**src/rtl/pipelined_ripple_adder.sv**
```systemverilog
// Pipelined add/subtract unit. The operands are cut into STAGES equal slices.
// Each stage ripples one slice through a chain of full adders and registers
// the carry into the next slice. A single advance signal moves every stage at
// once, so downstream backpressure stalls the whole pipeline in place.
// WIDTH must be a multiple of STAGES.
module pipelined_ripple_adder #(
  parameter int WIDTH  = 16,
  parameter int STAGES = 4
) (
  input  logic             clk,
  input  logic             rst_n,
  input  logic             in_valid,
  output logic             in_ready,
  input  logic [WIDTH-1:0] a,
  input  logic [WIDTH-1:0] b,
  input  logic             c_i,
  input  logic             sub,
  output logic             out_valid,
  input  logic             out_ready,
  output logic [WIDTH-1:0] s,
  output logic             c_o,
  output logic             ovf
);

  localparam int SW   = WIDTH / STAGES;
  localparam int LAST = STAGES - 1;

  // One full-adder cell: returns {carry_out, sum}.
  function automatic logic [1:0] full_add(input logic x, input logic y, input logic ci);
    return {(x & y) | (ci & (x ^ y)), x ^ y ^ ci};
  endfunction

  // Ripple one slice: returns {carry_into_msb, carry_out, sum[SW-1:0]}.
  function automatic logic [SW+1:0] add_slice(input logic [SW-1:0] x,
                                               input logic [SW-1:0] y,
                                               input logic          cin);
    logic [SW-1:0] sum;
    logic [1:0]    fa;
    logic          c;
    logic          c_msb;
    sum   = '0;
    c     = cin;
    c_msb = cin;
    for (int i = 0; i < SW; i++) begin
      c_msb  = c;
      fa     = full_add(x[i], y[i], c);
      sum[i] = fa[0];
      c      = fa[1];
    end
    return {c_msb, c, sum};
  endfunction

  // Per-stage state. Each stage keeps full-width copies of a / b_eff; only the
  // slices above the one already resolved are ever read downstream.
  logic [STAGES-1:0] valid_q, valid_d;
  logic [STAGES-1:0] carry_q, carry_d;
  logic [WIDTH-1:0]  sum_q [STAGES];
  logic [WIDTH-1:0]  sum_d [STAGES];
  logic [WIDTH-1:0]  a_q   [STAGES];
  logic [WIDTH-1:0]  a_d   [STAGES];
  logic [WIDTH-1:0]  b_q   [STAGES];
  logic [WIDTH-1:0]  b_d   [STAGES];
  logic              ovf_q, ovf_d;

  logic              adv_s;
  logic [WIDTH-1:0]  b_eff_s;
  logic              cin_eff_s;
  logic [SW+1:0]     slice_s;
  logic [STAGES-1:0] cmsb_s;

  // Advance when the output register is empty or being drained this cycle.
  always_comb begin
    adv_s = !valid_q[LAST] || out_ready;
  end

  assign in_ready = adv_s;

  // Subtraction is a + ~b + ~c_i, so condition b and the chain carry-in.
  always_comb begin
    if (sub) begin
      b_eff_s   = ~b;
      cin_eff_s = ~c_i;
    end else begin
      b_eff_s   = b;
      cin_eff_s = c_i;
    end
  end

  // Next-state for every stage: stage 0 resolves slice 0 from the inputs,
  // stage k resolves slice k from what stage k-1 holds.
  always_comb begin
    slice_s    = add_slice(a[SW-1:0], b_eff_s[SW-1:0], cin_eff_s);
    valid_d[0] = in_valid;
    a_d[0]     = a;
    b_d[0]     = b_eff_s;
    sum_d[0]   = '0;
    sum_d[0][SW-1:0] = slice_s[SW-1:0];
    carry_d[0] = slice_s[SW];
    cmsb_s     = '0;
    cmsb_s[0]  = slice_s[SW+1];
    for (int k = 1; k < STAGES; k++) begin
      slice_s    = add_slice(a_q[k-1][k*SW +: SW], b_q[k-1][k*SW +: SW], carry_q[k-1]);
      valid_d[k] = valid_q[k-1];
      a_d[k]     = a_q[k-1];
      b_d[k]     = b_q[k-1];
      sum_d[k]   = sum_q[k-1];
      sum_d[k][k*SW +: SW] = slice_s[SW-1:0];
      carry_d[k] = slice_s[SW];
      cmsb_s[k]  = slice_s[SW+1];
    end
    ovf_d = cmsb_s[LAST] ^ carry_d[LAST];
  end

  // Pipeline registers: clear on reset, shift together on advance, else hold.
  always_ff @(posedge clk or negedge rst_n) begin
    if (!rst_n) begin
      valid_q <= '0;
      carry_q <= '0;
      ovf_q   <= 1'b0;
      for (int k = 0; k < STAGES; k++) begin
        sum_q[k] <= '0;
        a_q[k]   <= '0;
        b_q[k]   <= '0;
      end
    end else if (adv_s) begin
      valid_q <= valid_d;
      carry_q <= carry_d;
      ovf_q   <= ovf_d;
      for (int k = 0; k < STAGES; k++) begin
        sum_q[k] <= sum_d[k];
        a_q[k]   <= a_d[k];
        b_q[k]   <= b_d[k];
      end
    end
  end

  assign out_valid = valid_q[LAST];
  assign s         = sum_q[LAST];
  assign c_o       = carry_q[LAST];
  assign ovf       = ovf_q;

endmodule

```
**config.mk**
```make
export PLATFORM = sky130hd
export DESIGN_NAME = pipelined_ripple_adder
export DESIGN_NICKNAME = d
export VERILOG_FILES = /design/src/rtl/pipelined_ripple_adder.sv
export SDC_FILE = /design/constraint.sdc
export NUM_CORES = 1
export LEC_CHECK = 0
export ABC_CLOCK_PERIOD_IN_PS = 2000
export BUFFER_PORTS_ARGS = -buffer_cell sky130_fd_sc_hd__buf_2
export CAP_MARGIN = 20
export CORE_ASPECT_RATIO = 0.5
export CORE_UTILIZATION = 45
export DETAILED_ROUTE_END_ITERATION = 10
export GPL_TIMING_DRIVEN = 0
export PLACE_DENSITY = 0.7
export SETUP_SLACK_MARGIN = 0.15
export SYNTH_ARGS = -nofsm -noshare
export SYNTH_HDL_FRONTEND = slang
export SYNTH_SLANG_ARGS = --single-unit
```
**constraint.sdc**
```tcl
create_clock -name clk -period 2 [get_ports clk]
set_input_delay 0.1 -clock clk [delete_from_list [all_inputs] [get_ports clk]]
set_output_delay 0.1 -clock clk [all_outputs]
set_load 0.01 [all_outputs]
```
==> results by group <==
Status
  • Outcome: finished with violations
  • Failing checks: negative setup slack

Final layout
  • Area grow syn2layout: 26.3%
  • N_diodes: 0
  • Most common cell after layout, fill and taps aside: dfrtp_1
  • Footprint of the multi-input gates: 1730 um2
  • Share of layout cells above drive strength 1: between 50% and 60%
  • Layout Nets: 429
  • Most frequent cells in the layout: 97 x dfrtp_1, 74 x mux2_2, 62 x buf_2
  • Storage cell area: 2430 um2
  • Fill cells: ~700
  • Final instance area: 5380 um2

Critical path
  • CP arrival: about 2400 ps
  • FF-to-FF setup slack: -210 ps
  • CP Class: flop to flop
  • Worst-case reg-to-reg path depth: 9
  • CP cell instances: fa_2 > inv_2 > fa_2 > inv_2 > fa_2 > inv_2 > fa_2 > xnor2_2 > mux2_4
  • Crit-path max FO: 2
  • Worst Setup EP: ovf$_DFFE_PN0P_
  • Critical path buffers and inverters: 3
  • Slowest-stage cell, CP: dfrtp_1
  • CP delay by family, top: adder cells
  • CP Launch Type: flop
  • Crit path from: carry_q[2]$_DFFE_PN0P_
  • Worst path max stage delay: between 400 and 500 ps
  • Reg-to-reg startpoint: carry_q[2]$_DFFE_PN0P_
  • Most frequent CP cell: fa_2
  • Required time of the critical path: 2220 ps
  • CP Capture Type: flop
  • RR Endpoint: ovf$_DFFE_PN0P_
  • Crit path depth: 9

Route
  • Vias per cell: 4.84
  • DR pass1 iterations: 4
  • DRT Wirelength: 7.94 mm
  • Initial DRC count: 64
  • Via Count: 2,405
  • DR WL/cell: 16.0 um
  • Post-DRT Antenna Nets: 0
  • # DRC: 0

Power
  • Part of the power in the clock network: between 20% and 30%
  • Lkg Pwr: 2.43 nW
  • Pint: 5.70 mW
  • Sw Pwr: 2.55 mW
  • Seq pwr share: approximately two fifths
  • Combinational power share: between 30% and 40%
  • Pwr Total: roughly 8.3 mW
  • Fraction of power spent switching nets: 31.0%
  • Maximum vdd drop: approximately 0.00070 V
  • Pwr dens: 1540 nW/um2

STA
  • Final setup viols: 6
  • F_max: between 0.4 and 0.5 GHz
  • Endpoints failing hold: 0
  • Crit path time final: ~2200 ps
  • Worst Tran Pin Value: between 500 and 600 ps
  • Slew Viols, Final: 0
  • Final Cycle Share: 111%
  • Final Skew: 7.70 ps
  • Unrepaired setup endpoints after global routing: yes
  • Slew headroom: 62.5%
  • Worst Setup Slack, final: -211 ps

Logic synthesis
  • Seq/Total Area, Yosys: a little under three fifths
  • Synthesized cell area: roughly 4300 um2
  • Cell taking the most area after synthesis: dfrtp_1
  • Top cells by area, synth: dfrtp_1 57%, mux2_2 21%, fa_1 7.5%
  • Cells after Synth: 280
  • Syn. warnings: 0
  • Syn_area_per_cell: between 15 and 20 um2
  • Synth cell types: 17
  • Synthesized Nets: between 300 and 400
  • FF+latch count, synth: 97
  • Post-synth top area share: 57.0%

GRT
  • Largest net degree at the start of global routing: 63
  • Gr usage total: between 10% and 20%
  • GRT overflow: 0
  • Antenna violations before repair: 0
  • Global-route wire length before repair: 13.3 mm
  • Vias in the first global route: 2,630

Place
  • Placed cell area: 4780 um2
  • Worst slack, placed: -446 ps
  • Gp weighted congestion: 0.750
  • Dpl hpwl: 5.54 mm
  • Buffers on Ports: 56

Floorplan
  • Die Width: 140 um
  • Full die area: just under 10,000 um2
  • Die H: a little over 70 um
  • Core box area: 8950 um2
  • Num ports: 58
  • Std cell rows: 24
  • Initial Util: 47.6%

CTS
  • Root Buffer: clkbuf_16
  • Clk buf depth: 2
  • CTS tree: yes
  • Clk slew on worst S/H paths: 60 ps
  • H-tree levels: 3
  • Sink Count: 97
  • TritonCTS Buffers: 9
  • Worst-skew pair later-pin latency: 340 ps

Hold path
  • Hold wc startpoint: a[13]
  • Hold Path Class: primary input to flop

Flow run
  • MaxCap Viol Count: 0
[sequential cells by signal, indices dropped and copies added, names as in the netlist]
name,count
a_d,24
b_d,24
sum_d,24
s,16
carry_q,4
valid_q,4
ovf,1
[kinds of logic after synthesis]
family / Yosys count / synth area share (%)
buffers and inverters: 40 / 4.56
AND/OR/NAND/NOR: 13 / 2.41
flip-flops: 97 / 57.0
AO/OA/AOI/OAI: 11 / 2.09
multiplexers: 85 / 22.7
XOR/XNOR: 18 / 3.70
adder cells (fa/ha/maj): 16 / 7.53
[cells in the mapped netlist, drive strengths merged]
| cell type | n |
|---|---|
| dfrtp | 97 |
| mux2 | 82 |
| inv | 25 |
| fa | 16 |
| buf | 13 |
| a21oi | 11 |
| nor3b | 11 |
| xor2 | 11 |
| xnor2 | 7 |
| mux2i | 3 |
| clkbuf | 2 |
| nand2b | 2 |
[metrics by stage]
stage	instances	utilization [%]	hold WS, ps	setup TNS (ps)
floorplan	280	-	-196	-495
global placement	453	53.1	334	-834
detailed placement	454	53.5	93.1	-1020
CTS	486	58.9	5.76	-563
global route	497	60.1	7.74	-1140
finish	497	60.1	9.66	-762
[how the worst min path moves through the flow]
stage               depth (start not counted)                   to
CTS                                         2  a_d[45]$_DFFE_PN0P_
floorplan                                   0  a_d[12]$_DFFE_PN0P_
global route                                2  a_d[45]$_DFFE_PN0P_
global placement                            2  a_d[36]$_DFFE_PN0P_
finish                                      2  a_d[45]$_DFFE_PN0P_
detailed placement                          1  b_d[38]$_DFFE_PN0P_
[power by group through the flow]
stage	Clock, mW	Combinational (mW)	Sequential (mW)
2_1_floorplan	0	2.01	3.34
3_3_place_gp	0	2.66	3.34
3_5_place_dp	0	2.85	3.39
4_1_cts	1.73	3.11	3.36
5_1_grt	1.82	3.51	3.48
6_report	1.70	3.20	3.36
[routing by layer]
metal  routed length [um]  vias up  global-route usage, %
met3                  215       15                   5.21
met2                 3940       35                   29.9
met5                    0        -                      0
met4                  144        0                   7.04
met1                 3630     1235                   23.2
li1                     -     1120                      -
[timing repair]
item	in CTS	in global routing
buffers inserted	3	11
setup endpoints to repair	11	12
gates resized for setup	17	7
pin swaps	5	7
hold buffers	13	0
endpoints found under the hold margin	47	0
[layout make-up]
type                            count  area share (%)
Sequential cell                    97            45.1
Multi-Input combinational cell    143            32.2
Timing Repair Buffer               84            10.2
Clock buffer                       10            4.44
Tap cell                          117            2.72
Buffer                             15            2.44
Inverter                           25            1.75
Clock inverter                      6            1.07
Power figures use the tool's default switching activity.
